### config.mk
export PLATFORM = sky130hd
export DESIGN_NAME = fetch_unit_flat
export DESIGN_NICKNAME = d
export VERILOG_FILES = /design/src/rtl/fetch_unit_if.sv /design/src/rtl/fetch_unit.sv /design/src/flat_wrapper.sv
export SDC_FILE = /design/constraint.sdc
export NUM_CORES = 1
export LEC_CHECK = 0
export BUFFER_PORTS_ARGS = -buffer_cell sky130_fd_sc_hd__clkbuf_2
export CAP_MARGIN = 20
export CORE_AREA = 2 2 138 126
export DETAILED_ROUTE_END_ITERATION = 8
export DIE_AREA = 0 0 140 128
export GPL_TIMING_DRIVEN = 0
export PLACE_DENSITY = 0.79
export SLEW_MARGIN = 20
export SYNTH_ARGS = -nofsm -noshare
export SYNTH_HDL_FRONTEND = slang
export SYNTH_SLANG_ARGS = --single-unit
### constraint.sdc
create_clock -name clk -period 2.25 [get_ports clk]
set_input_delay 0.45 -clock clk [delete_from_list [all_inputs] [get_ports clk]]
set_output_delay 0.45 -clock clk [all_outputs]
set_load 0.05 [all_outputs]
### src/rtl/fetch_unit_if.sv
// Instruction-memory bus between the fetch unit (master) and the memory (slave).
// The master raises imem_req with a stable imem_addr; the slave answers with
// imem_ready and imem_rdata in the cycle the word is valid.
interface fetch_unit_if;
   logic        imem_req;
   logic [31:0] imem_addr;
   logic        imem_ready;
   logic [31:0] imem_rdata;

   modport master (
      output imem_req,
      output imem_addr,
      input  imem_ready,
      input  imem_rdata
   );

   modport slave (
      input  imem_req,
      input  imem_addr,
      output imem_ready,
      output imem_rdata
   );
endinterface

### src/rtl/fetch_unit.sv
// Instruction fetch stage with IF/ID pipeline register.
// Issues requests on the fetch_unit_if bus, stalls through a one-entry hold
// buffer, and handles redirects that arrive while a request is in flight.
// Optional feature: define FETCH_HALT_EN to stop fetching when a word whose
// opcode [31:26] equals HALT_OP reaches IF/ID.
module fetch_unit #(
   parameter logic [31:0] RESET_PC = 32'h0000_0000,
   parameter logic [5:0]  HALT_OP  = 6'b111111
) (
   input  logic         clk,
   input  logic         rst_n,
   input  logic         nWrite_PC,
   input  logic         nWrite_IF_ID,
   input  logic         flush_IF_ID,
   input  logic [31:0]  j_target,
   fetch_unit_if.master imem,
   output logic [31:0]  inst_ID,
   output logic [31:0]  pc4_ID,
   output logic         valid_ID,
   output logic         halted
);

   // FETCH: request outstanding; HOLD: word buffered while IF/ID is stalled;
   // HALT: fetch stopped on a halt opcode.
   typedef enum logic [1:0] {
      FETCH,
      HOLD
`ifdef FETCH_HALT_EN
      ,
      HALT
`endif
   } state_t;

   state_t      state;
   state_t      state_nx;

   logic [31:0] pc;
   logic [31:0] pc_nx;
   logic [31:0] pc_plus4;

   // Requests are enabled one edge after reset releases, so a stray
   // imem_ready in the first post-reset cycle is never accepted.
   logic        req_enable;

   logic [31:0] hold_buf;
   logic [31:0] hold_buf_nx;

   // A redirect that arrived while the current address was still being
   // fetched; the returning word is discarded and then redirect_pc is used.
   logic        redirect_pend;
   logic        redirect_pend_nx;
   logic [31:0] redirect_pc;
   logic [31:0] redirect_pc_nx;

   logic [31:0] inst_nx;
   logic [31:0] pc4_nx;
   logic        valid_nx;

   logic        deliver;
   logic [31:0] deliver_word;

   assign pc_plus4        = pc + 32'd4;
   assign imem.imem_addr  = pc;
   assign imem.imem_req   = req_enable && (state == FETCH);

`ifdef FETCH_HALT_EN
   assign halted = (state == HALT);
`else
   assign halted = 1'b0;
`endif

   // Next-state and next-register computation for the whole fetch stage.
   always_comb begin
      state_nx         = state;
      pc_nx            = pc;
      hold_buf_nx      = hold_buf;
      redirect_pend_nx = redirect_pend;
      redirect_pc_nx   = redirect_pc;
      inst_nx          = inst_ID;
      pc4_nx           = pc4_ID;
      valid_nx         = valid_ID;
      deliver          = 1'b0;
      deliver_word     = 32'd0;

      case (state)
         FETCH: begin
            if (req_enable) begin
               if (nWrite_IF_ID) begin
                  // IF/ID stalled: a stall beats any redirect this cycle.
                  if (imem.imem_ready) begin
                     if (redirect_pend) begin
                        pc_nx            = redirect_pc;
                        redirect_pend_nx = 1'b0;
                     end else begin
                        hold_buf_nx = imem.imem_rdata;
                        state_nx    = HOLD;
                     end
                  end
               end else if (flush_IF_ID) begin
                  inst_nx  = 32'd0;
                  valid_nx = 1'b0;
                  if (imem.imem_ready) begin
                     pc_nx            = j_target;
                     redirect_pend_nx = 1'b0;
                  end else begin
                     redirect_pend_nx = 1'b1;
                     redirect_pc_nx   = j_target;
                  end
               end else if (imem.imem_ready) begin
                  if (redirect_pend) begin
                     inst_nx          = 32'd0;
                     valid_nx         = 1'b0;
                     pc_nx            = redirect_pc;
                     redirect_pend_nx = 1'b0;
                  end else begin
                     deliver      = 1'b1;
                     deliver_word = imem.imem_rdata;
                  end
               end else begin
                  inst_nx  = 32'd0;
                  valid_nx = 1'b0;
               end
            end
         end

         HOLD: begin
            if (!nWrite_IF_ID) begin
               state_nx    = FETCH;
               hold_buf_nx = 32'd0;
               if (flush_IF_ID) begin
                  inst_nx  = 32'd0;
                  valid_nx = 1'b0;
                  pc_nx    = j_target;
               end else begin
                  deliver      = 1'b1;
                  deliver_word = hold_buf;
               end
            end
         end

`ifdef FETCH_HALT_EN
         HALT: begin
            if (!nWrite_IF_ID) begin
               inst_nx  = 32'd0;
               valid_nx = 1'b0;
               if (flush_IF_ID) begin
                  pc_nx    = j_target;
                  state_nx = FETCH;
               end
            end
         end
`endif

         default: begin
            state_nx = FETCH;
         end
      endcase

      if (deliver) begin
         inst_nx  = deliver_word;
         pc4_nx   = pc_plus4;
         valid_nx = 1'b1;
         if (!nWrite_PC) begin
            pc_nx = pc_plus4;
         end
`ifdef FETCH_HALT_EN
         if (deliver_word[31:26] == HALT_OP) begin
            state_nx = HALT;
         end
`endif
      end
   end

   // FSM state register.
   always_ff @(posedge clk or negedge rst_n) begin
      if (!rst_n) begin
         state <= FETCH;
      end else begin
         state <= state_nx;
      end
   end

   // PC, IF/ID register, hold buffer and redirect bookkeeping.
   always_ff @(posedge clk or negedge rst_n) begin
      if (!rst_n) begin
         pc            <= RESET_PC;
         req_enable    <= 1'b0;
         hold_buf      <= 32'd0;
         redirect_pend <= 1'b0;
         redirect_pc   <= 32'd0;
         inst_ID       <= 32'd0;
         pc4_ID        <= 32'd0;
         valid_ID      <= 1'b0;
      end else begin
         pc            <= pc_nx;
         req_enable    <= 1'b1;
         hold_buf      <= hold_buf_nx;
         redirect_pend <= redirect_pend_nx;
         redirect_pc   <= redirect_pc_nx;
         inst_ID       <= inst_nx;
         pc4_ID        <= pc4_nx;
         valid_ID      <= valid_nx;
      end
   end

endmodule

### src/flat_wrapper.sv
// flat-port wrapper written by rule: the top's interface ports become plain ports
module fetch_unit_flat 
#(
   parameter logic [31:0] RESET_PC = 32'h0000_0000,
   parameter logic [5:0]  HALT_OP  = 6'b111111
)
  (clk, rst_n, nWrite_PC, nWrite_IF_ID, flush_IF_ID, j_target, inst_ID, pc4_ID, valid_ID, halted, imem_imem_req, imem_imem_addr, imem_imem_ready, imem_imem_rdata);
  fetch_unit_if imem_i ();
  input  logic clk;
  input  logic rst_n;
  input  logic nWrite_PC;
  input  logic nWrite_IF_ID;
  input  logic flush_IF_ID;
  input  logic [31:0] j_target;
  output logic [31:0] inst_ID;
  output logic [31:0] pc4_ID;
  output logic valid_ID;
  output logic halted;
  output wire logic [$bits(imem_i.imem_req)-1:0] imem_imem_req;
  output wire logic [$bits(imem_i.imem_addr)-1:0] imem_imem_addr;
  input wire logic [$bits(imem_i.imem_ready)-1:0] imem_imem_ready;
  input wire logic [$bits(imem_i.imem_rdata)-1:0] imem_imem_rdata;
  assign imem_imem_req = imem_i.imem_req;
  assign imem_imem_addr = imem_i.imem_addr;
  assign imem_i.imem_ready = imem_imem_ready;
  assign imem_i.imem_rdata = imem_imem_rdata;
  fetch_unit #(.RESET_PC(RESET_PC), .HALT_OP(HALT_OP)) u_core (.clk(clk), .rst_n(rst_n), .nWrite_PC(nWrite_PC), .nWrite_IF_ID(nWrite_IF_ID), .flush_IF_ID(flush_IF_ID), .j_target(j_target), .imem(imem_i), .inst_ID(inst_ID), .pc4_ID(pc4_ID), .valid_ID(valid_ID), .halted(halted));
endmodule
; After elaboration in Yosys (flattened, before gate mapping)
; Cells that the tools add are included.
[totals]
reg_bits = 165
out_inout_bits = 99
input_bits = 70
word_cells = 93
[classes]
bitwise_logic = 2
eq_ne = 11
add_sub_neg = 1
n_reduce_logical = 9
muxes = 61
[op_table]
columns = op, n
row1 = 32-bit 2-to-1 mux, 30
row2 = 32-bit one-hot mux with 2 select lines, 4
row3 = 32-bit by 3-bit adder with 32-bit output (second input constant), 1
row4 = 1-bit 2-to-1 mux, 19
row5 = 6-bit AND reduction, 2
row6 = 2-bit 2-to-1 mux, 5
row7 = 5-bit AND reduction, 2
row8 = 3-bit by 2-bit != test with 1-bit output (second input constant), 3
row9 = 2-bit != test (second input constant), 4
row10 = 5-bit by 3-bit != test with 1-bit output (second input constant), 1
row11 = 1-bit one-hot mux with 2 select lines, 2
row12 = 2-bit one-hot mux with 2 select lines, 1
row13 = 3-bit by 1-bit != test with 1-bit output (second input constant), 1
row14 = 3-bit nonzero test, 1
row15 = 2-bit by 1-bit equality test with 1-bit output (second input constant), 1
row16 = 2-bit zero test, 1
row17 = 2-bit by 1-bit != test with 1-bit output (second input constant), 1
row18 = 1-bit NOT, 2
row19 = 2-bit AND reduction, 1
row20 = 2-bit nonzero test, 1
row21 = 1-bit logical AND, 1

; Longest topological paths before layout
[logic_depth]
word_depth = 8
mapped_depth = 8
mapped_depth_nobuf = 6

; Worst setup path after synthesis
; Ideal clock, no wire load.
[synth_timing]
path_type = reg-to-reg
startpoint = register u_core.pc[2], in the netlist u_core.imem.imem_addr[2]
endpoint = register u_core.pc[26], in the netlist u_core.imem.imem_addr[26]
setup_slack_ns = 0.016
arrival_ns = 2.147
setup_ns = 0.087
period_less_slack_ns = 2.234
stages_incl_launch_ff = 7
path_buffers = 0
required_ns = 2.163
cell_sequence = dfrtp_1 -> ha_1 -> nand2_1 -> nor4_4 -> nand4_1 -> xor2_1 -> a22oi_1
[synth_between]
elab_chain_len = 3
[synth_lines]
columns = item, line_no
row1 = start: declaration, fetch_unit.sv:37  ; logic [31:0] pc;
row2 = start signal: assignment, fetch_unit.sv:195  ; pc <= pc_nx;
row3 = 32-bit by 3-bit adder with 32-bit output, fetch_unit.sv:62  ; assign pc_plus4 = pc + 32'd4;
row4 = 32-bit 2-to-1 mux, fetch_unit.sv:163  ; if (!nWrite_PC) begin
row5 = 32-bit 2-to-1 mux, fetch_unit.sv:159  ; if (deliver) begin
row6 = via u_core.pc_nx[26], fetch_unit.sv:38  ; logic [31:0] pc_nx;
; The timed path passes the listed nets, and every way through them passes these cells.
; A chain may end at the register's enable or synchronous reset.

; Final worst setup path
[layout_timing]
startpoint = register u_core.redirect_pend
endpoint = register u_core.pc[15], in the netlist u_core.imem.imem_addr[15]
[layout_between]
elab_chain_len = 8
elab_cells_between_ends = 14
classes_between = 14 x mux
[layout_lines]
columns = item, line_no
row1 = start: declaration, fetch_unit.sv:50  ; logic redirect_pend;
row2 = start signal: assignment, fetch_unit.sv:198  ; redirect_pend <= redirect_pend_nx;
row3 = 32-bit 2-to-1 mux, "fetch_unit.sv:91, fetch_unit.sv:110"
row4 = 32-bit 2-to-1 mux, "fetch_unit.sv:90, fetch_unit.sv:109"
row5 = 32-bit 2-to-1 mux, fetch_unit.sv:99  ; end else if (flush_IF_ID) begin
row6 = 32-bit 2-to-1 mux, fetch_unit.sv:88  ; if (nWrite_IF_ID) begin
row7 = 32-bit 2-to-1 mux, fetch_unit.sv:87  ; if (req_enable) begin
row8 = 32-bit one-hot mux with 2 select lines, fetch_unit.sv:85  ; case (state)
row9 = 32-bit 2-to-1 mux, fetch_unit.sv:163
row10 = 32-bit 2-to-1 mux (*), fetch_unit.sv:159
row11 = via u_core.pc_nx[15], fetch_unit.sv:38
; The timed path passes the listed nets; every way through them passes the cells marked *.

==> impl_metrics.tcl <==
set metrics [dict create \
    fillers 1396 \
    drive_gt1_share_pct 29.8 \
    dp_cells 1154 \
    clkTransAtPathRegs_ns 0.06 \
    grt_max_degree 88 \
    grt_antenna_before_repair 1 \
    final_hold_viol_count 0 \
    multi_input_area_um2 3690 \
    io_pins 169 \
    die_x_um 140 \
    insertion_delay_ns 0.43 \
    fp.dieH_um 128 \
    tightestPinTransition_ns 0.744 \
    cts_hold_buf 0 \
    grt-ovfl-total 0 \
    crit_arrival_ns 2.56 \
    globalplace.congestion 0.850 \
    synthDistinctLibCells 57 \
    dr.pass1.iters 7 \
    regArea_um2 4110 \
    crit_path_start_kind "register" \
    drcViolationCount 11 \
    detail-route-antenna-nets 0 \
    yosys_warnings 0 \
    ys_async_sr_fraction_pct 100 \
    path_class "reg2reg" \
    synth_top_area_share_pct 50.6 \
    grt_first_pass_wirelength_um 37300 \
    power_density_nw_per_um2 1360 \
    grt_pass1_vias 7102 \
    failed_checks "design-rule violations" \
    required_ns 2.58 \
    period_minus_slack_ns 2.23 \
    synth_top_area_cell "dfrtp_1" \
    drv_cap 0 \
    worstSetupStartpoint "u_core.redirect_pend" \
    fin_worst_skew_ns 0.00861 \
    yosysSeqAreaShare_pct 50.6 \
    ctsLongestPathBuffers 2 \
    io_buffers 167 \
    start_util_pct 48.8 \
    status "complete, but fails checks" \
    post_drt_wl_per_cell_um 19.7 \
    core_area_um2 16600 \
    netlist_instances 775 \
    vias_per_cell 6.04 \
    cts.sink_count 164 \
    routed_wl_um 23500 \
    reg2reg_from "u_core.redirect_pend" \
    hpwlAfterDp_um 16100 \
    crit_path_end_kind "register" \
    cts-root-buf "clkbuf_16" \
    min-delay-path-class "in2async" \
    period_share_pct 99.2 \
    synth_edf_count 0 \
    layout.cells.non_filler 1190 \
    yosys_register_bits 164 \
    finalSetupViolations 0 \
    nNetsFinal 1039 \
    peakVddDrop_v 0.000641 \
    final_max_slew_viol_count 0 \
    cts_max_level 4 \
    syn-num-nets 848 \
    cts_tree "done" \
    worstPathMaxFanout 10 \
    areaGrowthSynthToFinish_pct 22.4 \
    syn_area_per_cell_um2 10.5 \
    whs_ns 0.0502 \
    diodes 0 \
    p_leak_nw 4.51 \
    cts_buffers 17 \
    timing.fmax_ghz 0.448 \
    max-slew-margin-rel_pct 50.4 \
    die_area_um2 17900 \
    synth_area_leaders "dfrtp_1, a22oi_1, mux2_2" \
    grt_usage_pct 26.5 \
    synth_area_um2 8100 \
    drt-initial-drc-count 603 \
    synth_flop_cell "dfrtp_1" \
    rows 45 \
    vias 7187 \
]
==> layer usage <==
| layer | GRT usage (%) | routed length, µm | vias to the layer above |
|---|---|---|---|
| met5 | 0 | 13 | - |
| met3 | 6.80 | 1890 | 41 |
| met2 | 41.3 | 10800 | 326 |
| li1 | - | - | 3294 |
| met1 | 36.3 | 10300 | 3524 |
| met4 | 9.51 | 483 | 2 |
==> state kept, by name, summed over array words and instances, names as in the netlist <==
signal	count
u_core.valid_ID	1
u_core.inst_ID	32
u_core.redirect_pend	1
u_core.imem.imem_addr	32
u_core.pc4_ID	32
u_core.req_enable	1
u_core.hold_buf	32
u_core.state	1
u_core.redirect_pc	32
==> power breakdown <==
part | internal [mW] | leakage, nW | switching, mW
sequential | 3.97 | 2.10 | 0.948
combinational | 1.71 | 2.13 | 3.87
clock | 1.73 | 0.282 | 1.23
==> final timing paths <==
path | to | slack [ns] | cells past startpoint
worst max register to register | u_core.imem.imem_addr[15] | 0.02 | 5
min in group clk | u_core.hold_buf[28] | 0.25 | 2
worst max-delay path | u_core.imem.imem_addr[15] | 0.02 | 5
max in group asynchronous | u_core.hold_buf[27] | 1.30 | 2
worst min-delay path | u_core.pc4_ID[12] | 0.05 | 1
worst min register to register | u_core.pc4_ID[27] | 0.48 | 2
==> through the flow <==
step / worst slack, ns / setup TNS [ns] / total power [mW] / area, µm² / util [%]
floorplan: 0.0160 / 0 / 8.94 / 8100 / -
global placement: -2.23 / -365.75 / 10.3 / 9200 / 55.4
detailed placement: -0.185 / -6.07 / 10.5 / 9240 / 55.6
CTS: 0.0110 / 0 / 13.4 / 9890 / 59.5
global route: -0.0126 / -0.0126 / 14.2 / 9920 / 59.7
finish: 0.0176 / 0 / 13.5 / 9920 / 59.7
==> kinds of logic after synthesis <==
group,count (synthesis),share of synthesized area (%)
compound gates,245,22.3
xor+xnor,28,3.03
fa+ha+maj,3,0.463
buf+inv,76,4.00
flops,164,50.6
mux,50,6.75
other cells,2,0.0927
simple gates,207,12.7
==> cell usage after synthesis, drive strengths merged, types with 19 or more instances <==
master,count
nand2,69
clkbuf,42
nor3,30
xor2,19
nor2,32
o2bb2ai,32
nand3,42
mux2,37
a22o,32
o21ai,54
buf,30
dfrtp,164
a221oi,19
a22oi,59
==> worst max-delay path, cell delays in order (launching register included) <==
cell and delay (ns):
dfrtp_1 0.47, inv_1 0.13, a21boi_2 0.50, clkbuf_1 0.60, o211ai_1 0.19, a22oi_1 0.24
==> cell type report <==
class / instances / share of cell area (%)
clock buffers: 21 / 4.74
plain buffers: 72 / 3.31
clock inverters: 11 / 1.27
well taps: 211 / 2.66
repair buffers: 172 / 9.18
multi-input cells: 535 / 37.2
inverters: 4 / 0.189
flip-flops and latches: 164 / 41.4
==> layout by cell type (no fill, tap or decap), types with 3 or more instances in the layout <==
cell and instances:
buf_4 7, a21oi_1 9, nor2_1 32, buf_1 5
nor3_2 3, dfrtp_1 163, a211oi_1 9, nand3_1 40
and3_1 7, o2bb2ai_1 32, nand2b_1 6, a221oi_1 19
clkinvlp_4 4, mux2i_1 13, a22oi_1 59, clkbuf_1 35
xor2_1 19, clkbuf_2 174, ha_1 3, and3_2 3
o21ai_1 3, nor3_1 27, mux2_2 36, clkbuf_8 6
buf_2 20, nand4_1 7, clkbuf_16 17, o211ai_1 18
nand2_1 68, clkinv_2 3, a22o_1 32, o21ai_0 50
xnor2_1 9
==> timing repair <==
item,CTS,global route
pin swaps,1,1
setup endpoints to repair,44,85
gates resized for setup,8,16
setup buffers,3,1
(Power assumes the default switching activity.)
